### src/rtl/serial_adder8_if.sv
// rtl/serial_adder8_if.sv - operand/result handshake bundle for serial_adder8 (sub port present when SERIAL_ADDER_SUB_EN is defined)
interface serial_adder8_if #(parameter int WIDTH = 8);
    logic             in_valid;
    logic             in_ready;
    logic [WIDTH-1:0] a;
    logic [WIDTH-1:0] b;
    logic             ci;
`ifdef SERIAL_ADDER_SUB_EN
    logic             sub;
`endif
    logic             out_valid;
    logic             out_ready;
    logic [WIDTH-1:0] S;
    logic             cout;

`ifdef SERIAL_ADDER_SUB_EN
    modport master (output in_valid, a, b, ci, sub, out_ready,
                    input  in_ready, out_valid, S, cout);
    modport slave  (input  in_valid, a, b, ci, sub, out_ready,
                    output in_ready, out_valid, S, cout);
`else
    modport master (output in_valid, a, b, ci, out_ready,
                    input  in_ready, out_valid, S, cout);
    modport slave  (input  in_valid, a, b, ci, out_ready,
                    output in_ready, out_valid, S, cout);
`endif
endinterface

### src/rtl/serial_adder8.sv
// rtl/serial_adder8.sv - bit-serial adder engine around a single full-adder cell; SERIAL_ADDER_SUB_EN adds a subtract mode
module serial_adder8_fa (
    input  logic a,
    input  logic b,
    input  logic cin,
    output logic sum,
    output logic cout
);
    assign sum  = a ^ b ^ cin;
    assign cout = (a & b) | (cin & (a ^ b));
endmodule

module serial_adder8 #(
    parameter int WIDTH = 8
) (
    input  logic          clk,
    input  logic          rst_n,
    serial_adder8_if.slave bus
);
    localparam int              CW   = (WIDTH > 1) ? $clog2(WIDTH) : 1;
    localparam logic [CW-1:0]   LAST = CW'(WIDTH - 1);

    typedef enum logic [1:0] {IDLE, RUN, DONE} state_t;

    state_t           state, state_nxt;
    logic [WIDTH-1:0] a_sh, b_sh, sum_q;
    logic             carry_q, cout_q;
    logic [CW-1:0]    cnt;
    logic             fa_sum, fa_cout;
    logic             in_ready_c, out_valid_c;
    logic             accept, last_bit;
    logic             sub_mode;

`ifdef SERIAL_ADDER_SUB_EN
    assign sub_mode = bus.sub;
`else
    assign sub_mode = 1'b0;
`endif

    serial_adder8_fa u_fa (
        .a    (a_sh[0]),
        .b    (b_sh[0]),
        .cin  (carry_q),
        .sum  (fa_sum),
        .cout (fa_cout)
    );

    assign accept   = bus.in_valid && in_ready_c;
    assign last_bit = (state == RUN) && (cnt == LAST);

    always_ff @(posedge clk or negedge rst_n) begin
        if (!rst_n) state <= IDLE;
        else        state <= state_nxt;
    end

    // Handshake outputs decode the state register only, so no input reaches them combinationally.
    always_comb begin
        state_nxt   = state;
        in_ready_c  = 1'b0;
        out_valid_c = 1'b0;
        case (state)
            IDLE: begin
                in_ready_c = 1'b1;
                if (bus.in_valid) state_nxt = RUN;
            end
            RUN: begin
                if (cnt == LAST) state_nxt = DONE;
            end
            DONE: begin
                out_valid_c = 1'b1;
                if (bus.out_ready) state_nxt = IDLE;
            end
            default: state_nxt = IDLE;
        endcase
    end

    // Subtraction is a + ~b + 1: invert b at load and force the initial carry.
    always_ff @(posedge clk or negedge rst_n) begin
        if (!rst_n) begin
            a_sh    <= '0;
            b_sh    <= '0;
            sum_q   <= '0;
            carry_q <= 1'b0;
            cout_q  <= 1'b0;
            cnt     <= '0;
        end else if (accept) begin
            a_sh    <= bus.a;
            b_sh    <= bus.b ^ {WIDTH{sub_mode}};
            carry_q <= sub_mode ? 1'b1 : bus.ci;
            cnt     <= '0;
            sum_q   <= '0;
        end else if (state == RUN) begin
            sum_q   <= {fa_sum, sum_q[WIDTH-1:1]};
            carry_q <= fa_cout;
            a_sh    <= {1'b0, a_sh[WIDTH-1:1]};
            b_sh    <= {1'b0, b_sh[WIDTH-1:1]};
            cnt     <= cnt + 1'b1;
            if (last_bit) cout_q <= fa_cout;
        end
    end

    assign bus.in_ready  = in_ready_c;
    assign bus.out_valid = out_valid_c;
    assign bus.S         = sum_q;
    assign bus.cout      = cout_q;
endmodule

### src/flat_wrapper.sv
// flat-port wrapper written by rule: the top's interface ports become plain ports
module serial_adder8_flat 
#(
    parameter int WIDTH = 8
)
  (clk, rst_n, bus_in_valid, bus_a, bus_b, bus_ci, bus_out_ready, bus_in_ready, bus_out_valid, bus_S, bus_cout);
  serial_adder8_if #(.WIDTH(WIDTH)) bus_i ();
  input  logic clk;
  input  logic rst_n;
  input wire logic [$bits(bus_i.in_valid)-1:0] bus_in_valid;
  input wire logic [$bits(bus_i.a)-1:0] bus_a;
  input wire logic [$bits(bus_i.b)-1:0] bus_b;
  input wire logic [$bits(bus_i.ci)-1:0] bus_ci;
  input wire logic [$bits(bus_i.out_ready)-1:0] bus_out_ready;
  output wire logic [$bits(bus_i.in_ready)-1:0] bus_in_ready;
  output wire logic [$bits(bus_i.out_valid)-1:0] bus_out_valid;
  output wire logic [$bits(bus_i.S)-1:0] bus_S;
  output wire logic [$bits(bus_i.cout)-1:0] bus_cout;
  assign bus_i.in_valid = bus_in_valid;
  assign bus_i.a = bus_a;
  assign bus_i.b = bus_b;
  assign bus_i.ci = bus_ci;
  assign bus_i.out_ready = bus_out_ready;
  assign bus_in_ready = bus_i.in_ready;
  assign bus_out_valid = bus_i.out_valid;
  assign bus_S = bus_i.S;
  assign bus_cout = bus_i.cout;
  serial_adder8 #(.WIDTH(WIDTH)) u_core (.clk(clk), .rst_n(rst_n), .bus(bus_i));
endmodule
### config.mk
export PLATFORM = sky130hd
export DESIGN_NAME = serial_adder8_flat
export DESIGN_NICKNAME = d
export VERILOG_FILES = /design/src/rtl/serial_adder8_if.sv /design/src/rtl/serial_adder8.sv /design/src/flat_wrapper.sv
export SDC_FILE = /design/constraint.sdc
export NUM_CORES = 1
export LEC_CHECK = 0
export BUFFER_PORTS_ARGS = -buffer_cell sky130_fd_sc_hd__buf_2
export CORE_MARGIN = 3
export CORE_UTILIZATION = 47
export DETAILED_ROUTE_END_ITERATION = 10
export GPL_ROUTABILITY_DRIVEN = 0
export PLACE_DENSITY_LB_ADDON = 0.08
export SLEW_MARGIN = 20
export SYNTH_ARGS = -nofsm -noshare
export SYNTH_HDL_FRONTEND = slang
export SYNTH_SLANG_ARGS = --single-unit
### constraint.sdc
create_clock -name clk -period 1.2 [get_ports clk]
set_input_delay 0.06 -clock clk [delete_from_list [all_inputs] [get_ports clk]]
set_output_delay 0.06 -clock clk [all_outputs]
set_load 0.005 [all_outputs]
==> results of run 1 <==
==> power by group <==
part	leakage, nW	total (W)	internal (W)	switching (W)
clock network	0.0386	0.000700	0.000344	0.000355
registers	0.373	0.00195	0.00153	0.000425
logic	0.468	0.00236	0.00129	0.00107
total	0.879	0.00501	0.00316	0.00185
==> cells by family after synthesis <==
| family | after synthesis |
|---|---|
| AO/OA/AOI/OAI | 61 |
| multiplexers | 1 |
| buffers and inverters | 13 |
| AND/OR/NAND/NOR | 15 |
| flip-flops | 31 |
| adder cells (fa/ha/maj) | 3 |
==> area by class of cell <==
cell class / count / area (um2)
inverter: 2 / 15.0
tap: 31 / 38.8
multi-input combinational: 81 / 676
timing repair buffer: 54 / 365
sequential: 31 / 777
fill: 213 / 865
clock buffer: 8 / 68.8
==> what timing repair did <==
item	4_1_cts	5_1_grt
cloned	0	1
buffers inserted	6	2
setup endpoints to repair	3	22
hold buffers	4	0
resized for setup	13	16
hold endpoints to repair	34	0
pin swaps	1	2
==> synth_stat cells, drive strengths merged <==
cell type and number:
nor2 5, a22o 10, o21ai 5, nand2b 2, dfrtp 31, o31ai 1
buf 11, ha 2, and2b 1, nor2b 2, inv 2, nand2 4
o221a 1, fa 1, o21bai 1, a21oi 15, o22ai 28, mux2 1
nand3b 1
==> layer usage <==
metal  part of all wire  track usage
met1               0.44        0.237
met2               0.51        0.356
met3              0.032       0.0574
met4              0.017       0.0557
met5                  0            0
==> worst min-delay path, cell delays in order <==
cell and delay, ns:
buf_2 0.08, o22ai_1 0.05, a21oi_1 0.13
==> final timing paths <==
| path | to | slack [ns] | cells past startpoint |
|---|---|---|---|
| worst max-delay path | u_core.bus.cout | -0.03 | 4 |
| worst min-delay path | u_core.a_sh[2] | 0.02 | 3 |
| worst max register to register | u_core.bus.cout | -0.03 | 4 |
| worst min register to register | u_core.bus.S[0] | 0.51 | 1 |
| max in group asynchronous | u_core.state[0] | 0.63 | 3 |
| min in group asynchronous | u_core.cnt[2] | 0.26 | 3 |
==> flip-flops by register name, summed over array words and instances (netlist names) <==
register / flops
u_core.carry_q: 1
u_core.a_sh: 8
u_core.bus.cout: 1
u_core.cnt: 3
u_core.state: 2
u_core.b_sh: 8
u_core.bus.S: 8
==> per-stage QoR <==
step	hold slack (ns)	power [W]	setup TNS, ns	utilization
after CTS	0.0169	0.00471	-0.0307	0.653
final	0.0186	0.00501	-0.0307	0.692
after global placement	0.0929	0.00367	0	0.579
after floorplan	-0.236	0.00309	0	-
after global routing	0.0305	0.00538	-0.271	0.692
after detailed placement	0.102	0.00376	-0.0271	0.579
==> reports/results.ini, run 1 <==
[run_status]
status=finished with violations
violations=negative setup slack

[setup_path]
crit_fanout=2
cp-end-kind=flop
worstPathRequired_ns=1.43
slowest_stage=dfrtp_1
critPathBufInv=0
cp-start-kind=flop
crit_family=flip-flops
arrival_ns=1.46
cpPeakStageDelay_ns=0.41
r2r_start=u_core.cnt[1]
critPathKind=flop to flop
path_cells=ha_2 -> ha_4 -> nand2_4 -> mux2_4
critPathLaunch=u_core.cnt[1]

[sta]
timing.final.crit_share=1.03
fmax_mhz=813
hold_violations=0
worstMarginPinSlew_ns=0.502
rsz0062_at_grt=yes
finalMaxSlewViolations=0
period_minus_slack_ns=1.23
relSlewSlack=0.665
finalClockSkew_ns=0.00578
finalSetupViolCount=1
layout_setup_ws_ns=-0.0307

[die]
dieWidth_um=60.7
die_y_um=60.7
ios=32
dieArea_um2=3690
start_util=0.502
rows=19
core_area_um2=2810

[logic_synthesis]
ys_warn_count=0
yosys.area.top_type=dfrtp_1
synth-simple-area-share=0.0649
yosysUniqueCellTypes=25
yosys.area_share.xor_xnor=0
synth_top_family_by_area=compound AO/OA/AOI/OAI gates
synthMuxAreaShare=0.0107
ys_ff_latch=31
synth_top_area_frac=0.551
synthesis.area_um2=1410
syn_inst=124
yosysSeqAreaShare=0.551
yosys-top-cells-area=dfrtp_1 55%, o22ai_1 12%, a22o_1 6.2%
syn-num-nets=148
syn_area_per_cell_um2=11.4
synthAdderAreaFrac=0.0320
synth-compound-area-share=0.279

[layout]
nNetsFinal=199
final_cell_mix=31 x buf_2, 30 x dfrtp_1, 20 x o22ai_1, 15 x a21oi_1, 14 x buf_4
mostFrequentLayoutCell=buf_2
final_area_um2=1940
n_antenna_cell=0
drive_gt1_frac=0.466
layout.cells.non_filler=207
area_growth_syn_to_layout_pct=37.9

[global_route]
grt_usage=0.201
grt_pass1_vias=1188
grt_pass1_wl_mm=5.41
antenna_found_initial=0
grt_max_degree=32
grt_overflow=0

[clock_tree]
clock_sinks=31
clock_latency_ns=0.33
clock_path_buffers=2
path_clk_slew_ns=0.10
h-tree-depth=2
clockRootBuffer=clkbuf_4
cts_tree=built
numCtsBuffers=5

[detailed_routing]
dr.pass1.iters=4
drt-total-wl_mm=3.62
num_vias=1200
ant_nets=0
drt_iter0_markers=44
viasPerCell=5.80
drc=0
wl_per_cell_um=17.5

[placed_design]
placed_cell_area_um2=1620
hpwlAfterDp_mm=2.15
io_buffers=31
dpl.cell_count=186
place_ws_ns=-0.0271

[min_path]
hp-class=input port to flop
hp-start=bus_a[2]

[job]
maxCapViolCount=0

[pwr]
power_leakage_nw=0.879
peakVddDrop_mv=1.26
power_density_nw_per_um2=2580

(Power assumes the default switching activity.)
==> run 2, diff against run 1 <==
Settings changed: SYNTH_HIERARCHICAL set to 1.
==> reports/results.ini, run 2 <==
[detailed_routing]
drt-total-wl_mm=3.14  ; -13%
ant_nets=0  ; unchanged
viasPerCell=5.43  ; -6.4%
drc=0  ; unchanged
num_vias=1183  ; -1.4%
dr.pass1.iters=4  ; unchanged
drt_iter0_markers=35  ; -20%
wl_per_cell_um=14.4  ; -18%

[sta]
layout_setup_ws_ns=-0.0587  ; -0.0280 ns
rsz0062_at_grt=yes
worstMarginPinSlew_ns=0.307  ; -0.195 ns
finalClockSkew_ns=0.00879  ; +0.00301 ns
period_minus_slack_ns=1.26  ; +0.0280 ns
finalMaxSlewViolations=0  ; unchanged
hold_violations=0  ; unchanged
hold_ws_ns=0.0425  ; +0.0238 ns
relSlewSlack=0.795  ; +0.130
fmax_mhz=794  ; -2.2%
finalSetupViolCount=21  ; +20
timing.final.crit_share=1.05  ; +0.0233

[logic_synthesis]
synthesis.area_um2=1430  ; +1.6%
syn_inst=130  ; +4.8%
ys_warn_count=6  ; +6
ys_ff_latch=31  ; unchanged
syn-num-nets=154  ; +4.1%
yosys_most_used_dff=dfrtp_1
synth_common_cells=31 x dfrtp_1, 23 x nor3_1, 13 x nor2_1
yosys-top-cells-area=dfrtp_1 54%, nor3_1 8.0%, nor3b_1 6.3%
yosys.area.top_type=dfrtp_1
synth_edf_count=0  ; unchanged
syn_area_per_cell_um2=11.0  ; -3.1%
async_flop_share=1.00  ; unchanged
synth.most_common_cell=dfrtp_1
yosysUniqueCellTypes=26  ; +4.0%
yosysSeqAreaShare=0.542  ; -0.00868
synth_top_area_frac=0.542  ; -0.00868

[setup_path]
cp-end-kind=flop
critPathKind=flop to flop
cp-start-kind=flop
arrival_ns=1.47  ; about the same
crit_fanout=6  ; +4
critPathBufInv=2  ; +2
crit_family=flip-flops
cpPeakStageDelay_ns=0.45  ; +0.04 ns
cp_common_cell=buf_4
worstPathRequired_ns=1.41  ; -0.02 ns
path_cells=buf_4 -> nor2b_4 -> buf_4 -> a221o_1
slowest_stage=dfrtp_2

[global_route]
grt_pass1_wl_mm=5.38  ; -0.63%
grt_usage=0.194  ; -0.00737
antenna_found_initial=0  ; unchanged
grt_overflow=0  ; unchanged
grt_pass1_vias=1235  ; +4.0%
grt_max_degree=33  ; +3.1%

[pwr]
pwr-share-clk=0.170  ; +0.030
combinationalPowerShare=0.451  ; -0.019
power_leakage_nw=0.942  ; +7.2%
power_density_nw_per_um2=2520  ; -2.4%
power.share.switching=0.327  ; -0.0414
p_seq_frac=0.378  ; -0.012
power_switching_w=0.00162  ; -12%
intPower_w=0.00333  ; +5.2%
peakVddDrop_mv=1.31  ; +3.9%

[run_status]
violations=negative setup slack
status=finished with violations

[die]
dieArea_um2=3740  ; +1.4%
dieWidth_um=61.2  ; +0.72%
die_y_um=61.2  ; +0.72%
core_area_um2=2830  ; +0.85%
ios=32  ; unchanged
rows=19  ; unchanged
start_util=0.506  ; +0.00374

[layout]
nNetsFinal=210  ; +5.5%
area_growth_syn_to_layout_pct=37.3
fill_cells=227  ; +6.6%
final_cell_mix=31 x buf_2, 30 x dfrtp_1, 21 x nor3_1, 17 x buf_4
n_antenna_cell=0  ; unchanged
layout.cells.non_filler=218  ; +5.3%
mostFrequentLayoutCell=buf_2
drive_gt1_frac=0.433  ; -0.0328
final_area_um2=1960  ; +1.2%
multi_input_area_um2=643  ; -4.8%
seqCellArea_um2=777  ; unchanged

[min_path]
hp-class=input port to flop

[clock_tree]
clockRootBuffer=clkbuf_4
numCtsBuffers=5  ; unchanged
h-tree-depth=2  ; unchanged
clock_path_buffers=2  ; unchanged
cts_tree=built
clock_latency_ns=0.32  ; about the same
clock_sinks=31  ; unchanged
path_clk_slew_ns=0.10  ; about the same

[placed_design]
io_buffers=31  ; unchanged
placed_cell_area_um2=1730  ; +6.3%
hpwlAfterDp_mm=2.17  ; +1.0%
dpl.cell_count=200  ; +7.5%

[job]
maxCapViolCount=0  ; unchanged

==> run 2: changes by cell type after synthesis, sizes merged, moves of 2 or more <==
cell	delta
a221o	+3
a21oi	-14
nor3	+24
buf	-2
a32o	+2
nand2b	+4
nor2	+9
nor3b	+12
o22ai	-28
==> run 2: cells by family after synthesis <==
logic type,Yosys count,synth area share
AOI/OAI and AO/OA,21,0.121
adders and majority gates,3,0.0315
buffers and inverters,11,0.0481
DFF,31,0.542
muxes,2,0.0157
and+or+nand+nor,62,0.241
==> run 2: layer usage <==
| layer | track usage | part of all wire | up-vias |
|---|---|---|---|
| li1 | - | - | 575 |
| met1 | 0.234 | 0.43 | 579 |
| met2 | 0.343 | 0.52 | 27 |
| met3 | 0.0440 | 0.042 | 2 |
| met4 | 0.0557 | 0.0064 | 0 |
| met5 | 0 | 0 | - |
==> run 2: stage by stage <==
step | setup TNS (ns) | setup WS, ns | util | total power, W
floorplan | 0 | 0.00518 | - | 0.00309
global route | -2.17 | -0.121 | 0.694 | 0.00535
CTS | -0.756 | -0.0617 | 0.684 | 0.00492
global placement | -0.314 | -0.0338 | 0.610 | 0.00376
detailed placement | -0.655 | -0.0619 | 0.610 | 0.00383
finish | -0.730 | -0.0587 | 0.694 | 0.00494
==> run 2: timing repair <==
item                                    4_1_cts  5_1_grt
hold buffers                                  4        0
resized for setup                            16        4
endpoints found under the setup margin       27       33
buffers inserted                              5        1
gates cloned                                  0        1
hold endpoints to repair                     34        0
pin swaps                                     8        2
==> run 2: final timing paths <==
kind	start	end	slack, ns	cells after the start
max in group asynchronous	rst_n	u_core/state[0]	0.80	3
worst min-delay path	bus_b[3]	u_core/b_sh[3]	0.04	3
worst min register to register	u_core/b_sh[7]	u_core/b_sh[7]	0.52	1
worst max register to register	u_core/state[0]	u_core/b_sh[0]	-0.06	4
min in group asynchronous	rst_n	u_core/b_sh[7]	0.22	3
worst max-delay path	u_core/state[0]	u_core/b_sh[0]	-0.06	4
==> run 2: final cells by class <==
type / instances / area share
Inverter: 1 / 0.00191
Tap cell: 31 / 0.0198
Sequential cell: 31 / 0.396
Clock inverter: 2 / 0.0178
Timing Repair Buffer: 59 / 0.211
Multi-Input combinational cell: 88 / 0.328
Clock buffer: 6 / 0.0261
==> run 2: power groups by stage <==
stage               clock network (W)  registers, W  logic, W
floorplan                           0       0.00181   0.00129
global placement                    0       0.00186   0.00189
detailed placement                  0       0.00189   0.00194
CTS                          0.000866       0.00188   0.00218
global route                 0.000912       0.00194   0.00250
finish                       0.000841       0.00187   0.00223
==> run 2: worst register-to-register path: cells and delay by family (launching register included) <==
family | cells | cell delay [ns]
flip-flops | 1 | 0.45
AND/OR/NAND/NOR | 1 | 0.14
buffers and inverters | 2 | 0.29
AO/OA/AOI/OAI | 1 | 0.28
==> run 3, diff against run 2 <==
Settings changed: CORE_UTILIZATION 47 to 56.
Clock period 1.2 ns to 1.5 ns, I/O delays scaled along.
==> reports/results.ini, run 3 (synthesized netlist as in run 2, its figures left out) <==
[run_status]
status=finished clean

[die]
dieArea_um2=3200  ; -15%
die_y_um=56.5  ; -7.6%
start_util=0.617  ; +0.111
ios=32  ; unchanged
core_area_um2=2320  ; -18%
dieWidth_um=56.5  ; -7.6%
rows=17  ; -2

[setup_path]
crit_fanout=13  ; +7
rrSetupSlack_ns=0.11  ; +0.17 ns
critPathBufInv=0  ; -2
slowest_stage=dfrtp_1
cp-start-kind=flop
arrival_ns=1.61  ; +0.14 ns
worstPathRequired_ns=1.72  ; +0.31 ns
crit_family=flip-flops
critPathKind=flop to flop
path_cells=nor2_2 -> or2_1 -> mux2_2
cp-end-kind=flop
cpPeakStageDelay_ns=0.47  ; +0.02 ns

[global_route]
grt_pass1_wl_mm=5.01  ; -6.8%
grt_pass1_vias=1123  ; -9.1%
grt_overflow=0  ; unchanged
grt_usage=0.209  ; +0.0157
antenna_found_initial=0  ; unchanged
grt_max_degree=32  ; -3.0%

[detailed_routing]
drt-total-wl_mm=2.91  ; -7.2%
drc=0  ; unchanged
drt_iter0_markers=65  ; +86%
dr.pass1.iters=4  ; unchanged
wl_per_cell_um=14.9  ; +3.2%
num_vias=1106  ; -6.5%
viasPerCell=5.64  ; +4.0%
ant_nets=0  ; unchanged

[sta]
fmax_mhz=719  ; -9.5%
relSlewSlack=0.547  ; -0.248
finalSetupViolCount=0  ; -100%
timing.final.crit_share=0.927  ; -0.122
setup_tns_ns=0  ; +0.730 ns
finalMaxSlewViolations=0  ; unchanged
finalClockSkew_ns=0.00323  ; -0.00556 ns
hold_violations=0  ; unchanged
layout_setup_ws_ns=0.109  ; +0.168 ns
worstMarginPinSlew_ns=0.680  ; +0.373 ns
rsz0062_at_grt=no
period_minus_slack_ns=1.39  ; +0.132 ns

[placed_design]
io_buffers=31  ; unchanged
hpwlAfterDp_mm=2.01  ; -7.4%
place_ws_ns=0.161  ; +0.223 ns
placed_cell_area_um2=1590  ; -7.8%

[pwr]
power_density_nw_per_um2=1990  ; -21%
peakVddDrop_mv=1.44  ; +10%
power_leakage_nw=0.821  ; -13%

[layout]
area_growth_syn_to_layout_pct=19.5
final_area_um2=1710  ; -13%
seqCellArea_um2=777  ; unchanged
final_cell_mix=31 x buf_2, 30 x dfrtp_1, 23 x nor3_1, 13 x nor2_1, 12 x nor3b_1
fill_cells=166  ; -27%
multi_input_area_um2=592  ; -8.0%
mostFrequentLayoutCell=buf_2
nNetsFinal=191  ; -9.0%
drive_gt1_frac=0.304  ; -0.130
n_antenna_cell=0  ; unchanged

[clock_tree]
path_clk_slew_ns=0.09  ; about the same
h-tree-depth=2  ; unchanged
clock_path_buffers=2  ; unchanged
clockRootBuffer=clkbuf_4
numCtsBuffers=5  ; unchanged
clock_sinks=31  ; unchanged
clock_latency_ns=0.32  ; about the same
cts_setup_buffers=0  ; -5
cts_tree=built

[min_path]
hp-class=input port to flop

[job]
maxCapViolCount=0  ; unchanged

## run 3: worst reg2reg max path, delay by kind of cell, from the launching register on
kind | cells | cell delay, ns
flops | 1 | 0.47
simple gates | 2 | 0.47
mux | 1 | 0.34
## run 3: power breakdown
part	internal, W	leakage, nW	switching [W]	total, W
Clock	0.000275	0.0386	0.000264	0.000539
Sequential	0.00123	0.378	0.000281	0.00151
Combinational	0.000713	0.405	0.000645	0.00136
## run 3: metal layers
layer	track usage	wire, um	share of wire	up-vias
met5	0	0	0	-
met2	0.338	1390	0.48	27
li1	-	-	-	537
met4	0.0915	56	0.019	0
met1	0.252	1310	0.45	538
met3	0.0713	158	0.054	4
## run 3: per-stage QoR
stage	utilization	power [W]	instances	hold WS, ns
after CTS	0.734	0.00343	196	0.0484
after global placement	0.687	0.00277	184	0.139
final	0.737	0.00340	196	0.0554
after detailed placement	0.687	0.00286	184	0.149
after floorplan	-	0.00246	130	-0.221
after global routing	0.737	0.00368	196	0.0536
## run 3: what timing repair did
item                       4_1_cts  5_1_grt
hold endpoints to repair        34        0
hold buffers                     4        0
resized for setup                0        2
setup endpoints to repair        0        5
## run 3: worst paths after layout
path | startpoint | endpoint | cells past startpoint
setup reg to reg | u_core/state[0] | u_core/cnt[0] | 3
max in group asynchronous | rst_n | u_core/state[1] | 2
hold / removal | bus_a[3] | u_core/a_sh[3] | 3
hold reg to reg | u_core/bus.S[0] | u_core/bus.S[0] | 1
min in group asynchronous | rst_n | u_core/b_sh[2] | 2
setup / recovery | u_core/state[0] | u_core/cnt[0] | 3
## run 3: layout make-up
class	count	share of cell area
timing repair buffer	40	0.136
tap	28	0.0205
clock buffer	8	0.0403
sequential	31	0.455
inverter	1	0.00220
multi-input combinational	88	0.346
